==> src/rtl/ps2_pkg.sv <==
// Shared types and constants for the PS/2 keyboard receiver.
package ps2_pkg;

    typedef enum logic [1:0] {
        ST_IDLE   = 2'd0,
        ST_DATA   = 2'd1,
        ST_PARITY = 2'd2,
        ST_STOP   = 2'd3
    } ps2_state_t;

    localparam logic [7:0] PS2_PREFIX_EXT = 8'hE0;
    localparam logic [7:0] PS2_PREFIX_BRK = 8'hF0;

    typedef struct packed {
        logic       ext;
        logic       brk;
        logic [7:0] code;
    } ps2_evt_t;

    localparam int PS2_EVT_W = $bits(ps2_evt_t);

endpackage

==> src/rtl/ps2_event_fifo.sv <==
// Event FIFO with a registered head entry; level counts the head register too.
module ps2_event_fifo #(
    parameter int DEPTH = 8,
    parameter int WIDTH = 10,
    parameter int LW    = $clog2(DEPTH) + 1
) (
    input  logic             clk,
    input  logic             rst,
    input  logic             push,
    input  logic [WIDTH-1:0] din,
    input  logic             ready,
    output logic [WIDTH-1:0] head,
    output logic             full,
    output logic             empty,
    output logic [LW-1:0]    level
);
    localparam int AW = $clog2(DEPTH);

    logic [WIDTH-1:0] mem [DEPTH];
    logic [AW-1:0]    wr_ptr;
    logic [AW-1:0]    rd_ptr;
    logic [LW-1:0]    count;
    logic             pop;
    logic             push_ok;
    logic             load;
    logic             mem_empty;
    logic             rd_en;
    logic             wr_en;

    assign empty     = (count == '0);
    assign full      = (count == LW'(DEPTH));
    assign level     = count;
    assign pop       = ready & ~empty;
    assign push_ok   = push & (~full | pop);
    assign load      = pop | empty;
    // Head register holds one entry, so storage is empty at count <= 1.
    assign mem_empty = (count <= LW'(1));
    assign rd_en     = load & ~mem_empty;
    assign wr_en     = push_ok & ~(load & mem_empty);

    always_ff @(posedge clk) begin
        if (wr_en) begin
            mem[wr_ptr] <= din;
        end
    end

    always_ff @(posedge clk or negedge rst) begin
        if (!rst) begin
            wr_ptr <= '0;
            rd_ptr <= '0;
            count  <= '0;
            head   <= '0;
        end else begin
            if (wr_en) begin
                wr_ptr <= wr_ptr + 1'b1;
            end
            if (rd_en) begin
                head   <= mem[rd_ptr];
                rd_ptr <= rd_ptr + 1'b1;
            end else if (load && push_ok) begin
                head <= din;
            end
            count <= count + LW'(push_ok) - LW'(pop);
        end
    end

endmodule

==> src/rtl/ps2_keyboard_rx.sv <==
// PS/2 keyboard receiver: sync, frame FSM, timeout, E0/F0 decode, event FIFO.
// Define PS2_PARITY_CHECK_EN to reject frames with bad odd parity.
module ps2_keyboard_rx
    import ps2_pkg::*;
#(
    parameter int SYNC_STAGES    = 3,
    parameter int TIMEOUT_CYCLES = 100000,
    parameter int FIFO_DEPTH     = 8
) (
    input  logic                        clk,
    input  logic                        rst,
    input  logic                        ps2_clk,
    input  logic                        ps2_data,
    output logic                        evt_valid,
    input  logic                        evt_ready,
    output logic [7:0]                  evt_code,
    output logic                        evt_ext,
    output logic                        evt_break,
    output logic [$clog2(FIFO_DEPTH):0] fifo_level,
    output logic                        frame_err,
    output logic                        overflow
);
    localparam int TW = $clog2(TIMEOUT_CYCLES + 1);
`ifdef PS2_PARITY_CHECK_EN
    localparam bit PAR_CHECK = 1'b1;
`else
    localparam bit PAR_CHECK = 1'b0;
`endif

    logic [SYNC_STAGES-1:0] clk_sync;
    logic [SYNC_STAGES-1:0] dat_sync;
    logic                   clk_prev;
    logic                   clk_s;
    logic                   dat_s;
    logic                   fe;
    ps2_state_t             state_q;
    logic [2:0]             bit_cnt;
    logic [7:0]             shreg;
    logic                   par_good;
    logic                   byte_done;
    logic [TW-1:0]          tcnt;
    logic                   tmo;
    logic                   ext_pend;
    logic                   brk_pend;
    logic                   is_ext;
    logic                   is_brk;
    logic                   push;
    ps2_evt_t               push_evt;
    ps2_evt_t               head;
    logic                   fifo_full;
    logic                   fifo_empty;

    assign clk_s = clk_sync[SYNC_STAGES-1];
    assign dat_s = dat_sync[SYNC_STAGES-1];
    assign fe    = clk_prev & ~clk_s;

    always_ff @(posedge clk or negedge rst) begin
        if (!rst) begin
            clk_sync <= '1;
            dat_sync <= '1;
            clk_prev <= 1'b1;
        end else begin
            clk_sync <= {clk_sync[SYNC_STAGES-2:0], ps2_clk};
            dat_sync <= {dat_sync[SYNC_STAGES-2:0], ps2_data};
            clk_prev <= clk_s;
        end
    end

    assign tmo = (state_q != ST_IDLE) && (tcnt == TW'(TIMEOUT_CYCLES));

    always_ff @(posedge clk or negedge rst) begin
        if (!rst) begin
            tcnt <= '0;
        end else if (fe || state_q == ST_IDLE) begin
            tcnt <= '0;
        end else if (!tmo) begin
            tcnt <= tcnt + 1'b1;
        end
    end

    always_ff @(posedge clk or negedge rst) begin
        if (!rst) begin
            state_q   <= ST_IDLE;
            bit_cnt   <= '0;
            shreg     <= '0;
            par_good  <= 1'b0;
            byte_done <= 1'b0;
            frame_err <= 1'b0;
        end else begin
            byte_done <= 1'b0;
            frame_err <= 1'b0;
            if (tmo) begin
                state_q   <= ST_IDLE;
                frame_err <= 1'b1;
            end else if (fe) begin
                unique case (state_q)
                    ST_IDLE: begin
                        if (!dat_s) begin
                            state_q <= ST_DATA;
                            bit_cnt <= '0;
                        end
                    end
                    ST_DATA: begin
                        shreg   <= {dat_s, shreg[7:1]};
                        bit_cnt <= bit_cnt + 1'b1;
                        if (bit_cnt == 3'd7) begin
                            state_q <= ST_PARITY;
                        end
                    end
                    ST_PARITY: begin
                        par_good <= ~PAR_CHECK | (^{shreg, dat_s});
                        state_q  <= ST_STOP;
                    end
                    ST_STOP: begin
                        if (dat_s && par_good) begin
                            byte_done <= 1'b1;
                        end else begin
                            frame_err <= 1'b1;
                        end
                        state_q <= ST_IDLE;
                    end
                endcase
            end
        end
    end

    // shreg stays untouched in IDLE, so it still holds the byte at byte_done.
    assign is_ext   = (shreg == PS2_PREFIX_EXT);
    assign is_brk   = (shreg == PS2_PREFIX_BRK);
    assign push     = byte_done & ~is_ext & ~is_brk;
    assign push_evt = {ext_pend, brk_pend, shreg};

    always_ff @(posedge clk or negedge rst) begin
        if (!rst) begin
            ext_pend <= 1'b0;
            brk_pend <= 1'b0;
        end else if (frame_err) begin
            ext_pend <= 1'b0;
            brk_pend <= 1'b0;
        end else if (byte_done) begin
            if (is_ext) begin
                ext_pend <= 1'b1;
            end else if (is_brk) begin
                brk_pend <= 1'b1;
            end else begin
                ext_pend <= 1'b0;
                brk_pend <= 1'b0;
            end
        end
    end

    ps2_event_fifo #(
        .DEPTH (FIFO_DEPTH),
        .WIDTH (PS2_EVT_W)
    ) u_fifo (
        .clk   (clk),
        .rst   (rst),
        .push  (push),
        .din   (push_evt),
        .ready (evt_ready),
        .head  (head),
        .full  (fifo_full),
        .empty (fifo_empty),
        .level (fifo_level)
    );

    assign evt_valid = ~fifo_empty;
    assign evt_code  = head.code;
    assign evt_ext   = head.ext;
    assign evt_break = head.brk;
    assign overflow  = push & fifo_full & ~(evt_valid & evt_ready);

endmodule

==> config.mk <==
export PLATFORM = sky130hd
export DESIGN_NAME = ps2_keyboard_rx
export DESIGN_NICKNAME = d
export VERILOG_FILES = /design/src/rtl/ps2_pkg.sv /design/src/rtl/ps2_event_fifo.sv /design/src/rtl/ps2_keyboard_rx.sv
export SDC_FILE = /design/constraint.sdc
export NUM_CORES = 1
export LEC_CHECK = 0
export CELL_PAD_IN_SITES_DETAIL_PLACEMENT = 0
export CELL_PAD_IN_SITES_GLOBAL_PLACEMENT = 2
export CORE_MARGIN = 2
export CORE_UTILIZATION = 41
export DETAILED_ROUTE_END_ITERATION = 7
export PLACE_DENSITY = 0.76
export SLEW_MARGIN = 20
export SYNTH_ARGS = -nofsm -noshare
export SYNTH_HDL_FRONTEND = slang
export SYNTH_HIERARCHICAL = 1
export SYNTH_SLANG_ARGS = --single-unit
==> constraint.sdc <==
create_clock -name clk -period 2.5 [get_ports clk]
set_input_delay 0.5 -clock clk [delete_from_list [all_inputs] [get_ports clk]]
set_output_delay 0.5 -clock clk [all_outputs]
set_load 0.02 [all_outputs]
Word level (Yosys, flattened, before mapping)
Memory sizes are Yosys's and may differ from the RTL's.
Cells that the tools add are included.

word-level totals
  logic and storage cells = 105
  flip-flop bits (word level) = 62
  input bits = 5
  bits in writable memories = 80
  memories = 1

memories
  name        depth  width  read ports  clocked after Yosys merged registers in  wr ports  line                  RTL
  u_fifo.mem  8      10     1           0                                        1         ps2_event_fifo.sv:19  logic [WIDTH-1:0] mem [DEPTH];

cells by class
  add/subtract/negate cells = 6
  mux-type cells = 29
  bitwise gates (word level) = 21
  equality and inequality tests = 14
  reduce and logical (&&, ||, !) cells = 17
  magnitude comparators = 1

operator list
  operator                 number
  $mux W17                 2
  $mux W10                 2
  $mux W1                  18
  $add A17 B1 Y17 const B  1
  $eq A17 B17 Y1 const B   1
  $eq A8 B8 Y1 const B     2
  $and A1 B1 Y1            10
  $reduce_bool A2 Y1       5
  $add A3 B1 Y3 const B    3
  $ne A3 B3 Y1 const B     3
  $not A1 Y1               9
  $reduce_and A3 Y1        3
  $mux W2                  4
  $pmux W2 S4              1
  $pmux W3 S2              1
  $add A4 B1 Y4            1
  $eq A2 B2 Y1 const B     2
  $eq A4 B4 Y1 const B     1
  $le A4 B1 Y1 const B     1
  $logic_not A4 Y1         1
  $ne A2 B2 Y1 const B     2
  $reduce_and A2 Y1        2
  $reduce_and A4 Y1        1
  $sub A4 B1 Y4            1
  8 further kinds          11

Longest topological paths before layout
Gate-level depths: netlist of the first run.

  depth in word-level cells = 9
  depth in mapped cells = 11

Modules after synthesis
Netlist of the first run, hierarchy kept.

modules (own cells, without submodules)
  module           cells an instance  area an instance (sq um)  instances  sequential area each (sq um)
  ps2_event_fifo   239                4,310.4                   1          2,902.8
  ps2_keyboard_rx  181                2,006.9                   1          1,059.8

Worst setup path after synthesis of the first run
Ideal clock, no wire load.

  path type = register -> register
  from = reg shreg[2]
  to = reg u_fifo.count[2] (netlist: u_fifo/level[2])
  stages on the path, launching flop included = 11
  data arrival time = 2.370 ns
  library setup time = 0.123 ns
  path buffers = 0
  required time = 2.377 ns
  setup slack = 0.007 ns
  cell sequence = dfrtp_1 -> nand4b_1 -> o41ai_1 -> inv_1 -> or2_2 -> inv_1 -> a21o_1 -> ha_1 -> inv_1 -> fa_1 -> xnor2_1

on the way
  longest elaborated chain between the ends = 7
  elaborated cells on any way between the ends = 9

RTL lines
  element                 line                    RTL
  from (decl)             ps2_keyboard_rx.sv:38   logic [7:0] shreg;
  from (signal assigned)  ps2_keyboard_rx.sv:104  shreg <= {dat_s, shreg[7:1]};
  $eq A8 B8 Y1            ps2_keyboard_rx.sv:128  assign is_ext = (shreg == PS2_PREFIX_EXT);
  $not A1 Y1              ps2_keyboard_rx.sv:130  assign push = byte_done & ~is_ext & ~is_brk;
  $and A1 B1 Y1           ps2_keyboard_rx.sv:130
  $and A1 B1 Y1 *         ps2_keyboard_rx.sv:130
  named net push          ps2_keyboard_rx.sv:47   logic push;
  $and A1 B1 Y1 *         ps2_event_fifo.sv:34    assign push_ok = push & (~full | pop);
  $add A4 B1 Y4 *         ps2_event_fifo.sv:63    count <= count + LW'(push_ok) - LW'(pop);
  $sub A4 B1 Y4 *         ps2_event_fifo.sv:63
  to (signal assigned)    ps2_event_fifo.sv:63
  to (decl)               ps2_event_fifo.sv:22    logic [LW-1:0] count;

Mark *: on every way through the listed nets, which the timed path passes. The rest lies on a longest branch.
A chain may end at the register's enable or synchronous reset.

Worst setup path in the final report of the first run
  from = reg u_fifo.count[2] (netlist: u_fifo/level[2])
  to = out overflow

on the way
  longest elaborated chain between the ends = 5
  elaborated cells on any way between the ends = 7

RTL lines
  element               line                    RTL
  $logic_not A4 Y1      ps2_event_fifo.sv:30    assign empty = (count == '0);
  named net fifo_empty  ps2_keyboard_rx.sv:51   logic fifo_empty;
  $not A1 Y1            ps2_keyboard_rx.sv:167  assign evt_valid = ~fifo_empty;
  $and A1 B1 Y1         ps2_keyboard_rx.sv:171  assign overflow = push & fifo_full & ~(evt_valid & evt_ready);
  $not A1 Y1            ps2_keyboard_rx.sv:171
  $and A1 B1 Y1         ps2_keyboard_rx.sv:171
  to (decl)             ps2_keyboard_rx.sv:21   output logic overflow

The timed path passes the listed nets, and every way through them passes these cells.

==> out/results.tsv, run 1 <==
stage	metric	value	unit
die	die width	128.1	um
cells_and_area	diode count	0	
setup_path	crit end category	output pin	
pwr	clock network fraction of total power	29.7	%
synthesis	Netlist cell types	60	
synthesis	largest family of logic cells by synthesized area	simple AND/OR/NAND/NOR gates	
cells_and_area	most common cell after layout, fill and taps aside	edfxtp_1	
clock_network	CTS buffer count	17	
timing	fmax	430.2	MHz
setup_path	Worst Path Required	2.00	ns
clock_network	Clock Sinks	142	
pwr	Sw Ratio	32.05	%
global_routing	initial antenna violation count	0	
timing	Fin. Hold Viols	0	
detailed_routing	WL final	11830	um
cells_and_area	most frequent cells in the layout	80 x edfxtp_1, 55 x dfrtp_1, 38 x nor2_1, 27 x buf_4	
setup_path	CP Launch Type	register	
pwr	pwr dens	1079	mW/mm^2
placement	HPWL Detailed	7628	um
synthesis	fraction of synthesized area in multiplexers	9.309	%
clock_network	Clock Path Buffers	2	
global_routing	first-pass GRT wire length	19980	um
timing	Worst Slack Setup Final	0.1753	ns
synthesis	Synth async-reset ratio	43.66	%
pwr	Internal Power	5.447	mW
setup_path	Critical path buffers and inverters	3	
global_routing	largest net degree at the start of global routing	24	
die	# rows	45	
global_routing	gr ovfl total	0	
worst_hold_path	hold crit path type	in2async	
placement	Setup Slack @ Placement	-0.06372	ns
synthesis	Synth Area in Compound Gates	6.278	%
clock_network	# H-tree levels	4	
synthesis	register area share after synthesis	62.73	%
setup_path	CP Cell Sequence	inv_1 > ha_2 > nor3b_2 > inv_1 > a211oi_1 > buf_2	
pwr	switching power	2.569	mW
global_routing	gr usage total	16.12	%
clock_network	Resize count post-CTS	2	
die	die area	0.01642	mm^2
flow_run	Max Cap Viol	0	
cells_and_area	Non-Filler Instances	674	
setup_path	Worst EP arrival	1.82	ns
pwr	Peak supply drop	586.1	uV
synthesis	syn nets	442	
detailed_routing	DR vias	3569	
placement	Final Wtd Congestion	0.7565	
timing	final worst-path cycle share	92.99	%
global_routing	vias in the first global route	3754	
setup_path	slowest cell on the critical path	dfrtp_1	
die	Starting Density	41.71	%
cells_and_area	synthesis-to-layout area growth	17.57	%
cells_and_area	layout cell share with drive strength beyond 1	24.07	%
clock_network	CTS tree	done	
detailed_routing	DR iter-0 viols	211	
synthesis	Adder-Cell Fraction of Synth Area	3.486	%
synthesis	Syn Std Cell Area	0.006317	mm^2
synthesis	Most used DFF post-synth	edfxtp_1	
clock_network	Setup Fix Bufs, Post-CTS	0	
cells_and_area	fin util	49.04	%
detailed_routing	DR pass1 iterations	4	
clock_network	hold_buf cts	0	
timing	unrepaired setup endpoints after global routing	no	
die	core area	0.01515	mm^2
detailed_routing	per-cell routed wire length	17.56	um
synthesis	Post-synth EDFFs	80	
clock_network	Worst-Skew Late Latency	0.42	ns
die	I/O pin total	22	
placement	DP Cell Count	642	
synthesis	cell count after synthesis	420	
timing	Slew Limit Headroom	64.83	%
timing	Final setup viols	0	
setup_path	crit path max fanout	3	
pwr	Static Leakage	2.917	nW
synthesis	Yosys reg bits	142	
pwr	Logic pwr share	30.7	%
cells_and_area	fin nets	495	
placement	port buffer count	21	
detailed_routing	drt drc	0	
setup_path	slowest cell delay on critical path	0.39	ns
setup_path	most frequent CP cell	inv_1	
clock_network	Reg clk slew, reported paths	0.06	ns
detailed_routing	DR vias/cell	5.295	
timing	Final Slew Violations	0	
timing	Clock Skews	0.006270	ns
pwr	sequential power share	39.6	%
setup_path	Setup CP Type	reg2out	
synthesis	post-synthesis xor/xnor area fraction	2.496	%
outcome	status	complete, no violations	
timing	minimum clock period	2.325	ns
synthesis	simple logic cell fraction of the synthesized area	12.62	%
timing	Worst Tran Pin Value	0.5275	ns
synthesis	syn_area_per_cell	15.04	um^2
setup_path	CP top delay family	buffers and inverters	
synthesis	Syn. warnings	6	
clock_network	clk root buf	clkbuf_16	
detailed_routing	Antenna Nets Post-Route	0	
die	die height	128.1	um
==> power groups by stage <==
stage | clock, mW | sequential, mW | combinational (mW)
floorplan | 0 | 3.36 | 1.56
finish | 2.38 | 3.17 | 2.46
global placement | 0 | 3.20 | 2.43
detailed placement | 0 | 3.22 | 2.48
CTS | 2.45 | 3.18 | 2.49
global route | 2.55 | 3.23 | 2.73
==> final timing paths <==
| check | startpoint | to | slack [ns] | cells after the start |
|---|---|---|---|---|
| max | u_fifo/level[2] | overflow | 0.18 | 6 |
| min | rst | tcnt[9] | 0.06 | 1 |
| max reg2reg | shreg[2] | u_fifo/level[2] | 0.20 | 11 |
| min reg2reg | clk_sync[1] | clk_sync[2] | 0.35 | 0 |
| max in group asynchronous | rst | clk_sync[1] | 1.69 | 2 |
| min in group clk | clk_sync[1] | clk_sync[2] | 0.35 | 0 |
==> synth_stat cells, drive strengths merged (4+ instances only) <==
cell type	number	area, um^2
edfxtp	80	2402
dfrtp	55	1376
nor2	38	142.6
mux4	20	488.0
nand3	19	107.6
inv	18	67.56
nand2	17	63.81
ha	16	200.2
nor2b	12	135.1
a211oi	11	127.6
o21ai	10	50.04
o31ai	10	80.07
buf	9	65.06
xnor2	9	78.83
xor2	9	78.83
a21oi	8	40.04
mux2	8	90.09
dfstp	7	183.9
clkbuf	6	62.56
nand4	6	52.55
and2	5	36.29
nor3	5	25.02
nand2b	4	25.02
==> registers in the layout, indices dropped and copies added (netlist names), 3 cells and up <==
| name | flops |
|---|---|
| clk_sync | 3 |
| u_fifo/rd_ptr | 3 |
| u_fifo/mem | 80 |
| tcnt | 17 |
| u_fifo/head | 10 |
| u_fifo/level | 4 |
| dat_sync | 3 |
| shreg | 8 |
| u_fifo/wr_ptr | 3 |
| bit_cnt | 3 |
==> layout make-up <==
type / count / area, um^2
clock buffers: 19 / 464.2
repair buffers: 49 / 425.4
fillers: 1268 / 7719
well taps: 188 / 235.2
clock inverters: 13 / 102.6
flip-flops and latches: 142 / 3963
multi-input cells: 245 / 2170
inverters: 18 / 67.56
==> logic make-up after synthesis <==
| logic type | count (synthesis) |
|---|---|
| multiplexers | 29 |
| AND/OR/NAND/NOR | 130 |
| XOR/XNOR | 18 |
| adder cells (fa/ha/maj) | 17 |
| AO/OA/AOI/OAI | 51 |
| flip-flops | 142 |
| buffers and inverters | 33 |
==> layer usage <==
layer	track usage, %	routed length [um]	vias up
met5	0	0	-
met4	5.042	158	0
met3	4.716	294	13
met2	26.05	5807	42
met1	21.16	5572	1833
li1	-	-	1681
==> metrics by stage <==
step	hold WS (ns)	setup TNS [ns]	area, um^2	power, mW
finish	0.05905	0	7427	8.016
global route	0.08578	0	7427	8.510
CTS	0.07076	0	7420	8.117
detailed placement	0.3468	-0.1165	6853	5.701
global placement	0.3454	-0.001094	6853	5.638
floorplan	0.2044	0	6317	4.925
Note: power is estimated with default switching activity, not from simulation.
==> run 2: changes to the inputs <==
CORE_MARGIN = default   (was 2)
GPL_ROUTABILITY_DRIVEN = 0   (was default)
==> out/results.tsv, run 2 (same netlist as run 1, synthesis figures left out) <==
stage	metric	value	unit	change
pwr	Sw Ratio	30.93	%	-1.1 points
pwr	Final Power	8.262	mW	+3.1%
timing	fmax	419.7	MHz	-2.4%
die	I/O pin total	22		unchanged
worst_hold_path	hold crit path type	in2async		
timing	setup TNS	0	ns	unchanged
cells_and_area	Multi-input gate area	0.002168	mm^2	about the same
detailed_routing	drt drc	0		unchanged
cells_and_area	post-route cell area	0.007483	mm^2	+0.76%
cells_and_area	Fillers	1251		-1.3%
cells_and_area	Largest regs	u_fifo/mem x80, tcnt x17, u_fifo/head x10		
setup_path	Worst R2R Path Depth	11		unchanged
timing	Final Slew Violations	0		unchanged
pwr	switching power	2.555	mW	-0.53%
setup_path	r2r startpoint	shreg[2]		
placement	dpl cell area	0.006860	mm^2	+0.11%
clock_network	clk root buf	clkbuf_16		
global_routing	gr ovfl total	0		unchanged
timing	minimum clock period	2.382	ns	+0.05777 ns
clock_network	Reg clk slew, reported paths	0.07	ns	about the same
die	die area	0.01591	mm^2	-3.1%
outcome	status	complete, no violations		
clock_network	CTS buffer count	17		unchanged
timing	Fin. Hold Viols	0		unchanged
global_routing	largest net degree at the start of global routing	26		+8.3%
die	Starting Density	41.71	%	unchanged
cells_and_area	layout cell share with drive strength beyond 1	24.02	%	-0.049 points
pwr	Internal Power	5.706	mW	+4.8%
cells_and_area	Non-Filler Instances	675		+0.15%
placement	HPWL Detailed	7936	um	+4.0%
setup_path	Worst EP arrival	2.72	ns	+0.90 ns
global_routing	gr usage total	16.13	%	about the same
setup_path	capturing point of the worst reg2reg path	u_fifo/level[2]		
timing	Slew Limit Headroom	58.95	%	-5.9 points
die	# rows	45		unchanged
timing	Worst Tran Pin Value	0.6158	ns	+0.08831 ns
cells_and_area	synthesis-to-layout area growth	18.46	%	
die	core area	0.01515	mm^2	unchanged
placement	port buffer count	21		unchanged
pwr	Peak supply drop	576.1	uV	-1.7%
die	die height	126.1	um	-1.6%
cells_and_area	max FFs per register	80		unchanged
placement	DP Cell Count	643		+0.16%
global_routing	first-pass GRT wire length	19600	um	-1.9%
clock_network	CTS tree	done		
detailed_routing	DR vias/cell	5.277		-0.34%
clock_network	# H-tree levels	4		unchanged
pwr	clock network fraction of total power	31.5	%	+1.8 points
setup_path	Worst Path Required	2.84	ns	+0.84 ns
setup_path	crit end category	register		
timing	Final setup viols	0		unchanged
timing	unrepaired setup endpoints after global routing	no		
cells_and_area	most frequent cells in the layout	80 x edfxtp_1, 55 x dfrtp_1, 38 x nor2_1, 28 x buf_4		
detailed_routing	Antenna Nets Post-Route	0		unchanged
clock_network	Clock Path Buffers	2		unchanged
pwr	Logic pwr share	29.5	%	-1.2 points
detailed_routing	WL final	11700	um	-1.1%
timing	final worst-path cycle share	95.30	%	+2.3 points
die	die width	126.1	um	-1.6%
cells_and_area	most common cell after layout, fill and taps aside	edfxtp_1		
cells_and_area	Reg with most FFs	u_fifo/mem		
cells_and_area	FF/Latch Area	0.003963	mm^2	unchanged
global_routing	initial antenna violation count	0		unchanged
detailed_routing	DR pass1 iterations	5		+1
clock_network	Clock Sinks	142		unchanged
clock_network	Setup Fix Bufs, Post-CTS	0		unchanged
pwr	pwr dens	1104	mW/mm^2	+2.3%
global_routing	vias in the first global route	3686		-1.8%
detailed_routing	per-cell routed wire length	17.33	um	-1.3%
cells_and_area	diode count	0		unchanged
pwr	sequential power share	39.0	%	-0.6 points
flow_run	Max Cap Viol	0		unchanged
detailed_routing	DR iter-0 viols	146		-31%
pwr	Static Leakage	2.949	nW	+1.1%
setup_path	Setup CP Type	reg2reg		
setup_path	CP Launch Type	register		
setup_path	crit path max fanout	3		unchanged
timing	Hold WS	0.02393	ns	-0.03511 ns
detailed_routing	DR vias	3562		-0.20%
setup_path	flop-to-flop setup slack	0.12	ns	-0.08 ns
timing	Clock Skews	0.01530	ns	+0.009032 ns
cells_and_area	fin nets	496		+0.20%
clock_network	Worst-Skew Late Latency	0.42	ns	about the same
[run 2: cell count changes in the layout (fill, tap and decap cells not counted), sizes merged]
cell,delta
bufinv,+3
buf,+1
clkbuf,-1
clkinv,-1
clkinvlp,-1
dlygate4sd2,+1
dlymetal6s2s,-1
[run 2: critical path: stages, from the launching register on]
cell and delay, ns:
dfrtp_1 0.37, nand4b_1 0.17, o41ai_1 0.25, buf_4 0.20, inv_1 0.06, or2_2 0.31
inv_1 0.09, a21o_1 0.09, ha_1 0.16, inv_1 0.06, fa_1 0.38, xnor2_1 0.18
[run 2: worst max-delay path by stage]
stage | cells past startpoint | endpoint | slack (ns) | startpoint
3_5_place_dp | 9 | u_fifo/level[2] | -0.06 | evt_ready
4_1_cts | 6 | overflow | 0.02 | u_fifo/level[2]
2_1_floorplan | 10 | u_fifo/level[2] | 0.007 | shreg[2]
5_1_grt | 11 | u_fifo/level[2] | 0.009 | shreg[2]
3_3_place_gp | 9 | u_fifo/level[1] | 0.001 | evt_ready
6_report | 11 | u_fifo/level[2] | 0.12 | shreg[2]
[run 2: repair_timing]
| item | in CTS | in global routing |
|---|---|---|
| gates resized for setup | 5 | 3 |
| endpoints found under the hold margin | 0 | 0 |
| hold buffers | 0 | 0 |
| pin swaps | 0 | 0 |
| endpoints found under the setup margin | 2 | 1 |
[run 2: final cells by class]
type | instances | area share [%]
clock buffer | 18 | 5.869
inverter | 18 | 0.9029
multi-input combinational | 245 | 28.98
tap | 188 | 3.143
timing repair buffer | 50 | 5.735
sequential | 142 | 52.95
clock inverter | 14 | 2.424
[run 2: through the flow]
stage	util [%]	setup WS, ns
6_report	49.41	0.1175
5_1_grt	49.41	0.008520
4_1_cts	49.39	0.01651
3_5_place_dp	45.30	-0.06450
3_3_place_gp	45.30	0.001395
2_1_floorplan	-	0.007081
[run 2: power by group through the flow]
stage                     combinational [mW]  clock (mW)  sequential [mW]
after floorplan                         1.56           0             3.36
after global placement                  2.39           0             3.24
after detailed placement                2.45           0             3.26
after CTS                               2.46        2.67             3.22
after global routing                    2.66        2.77             3.27
final                                   2.43        2.61             3.22
[run 2: metal layers]
metal,part of all wire [%],GRT usage [%]
met2,49,25.41
met5,0,0
met4,1.0,6.095
met3,2.9,3.823
met1,47,21.74
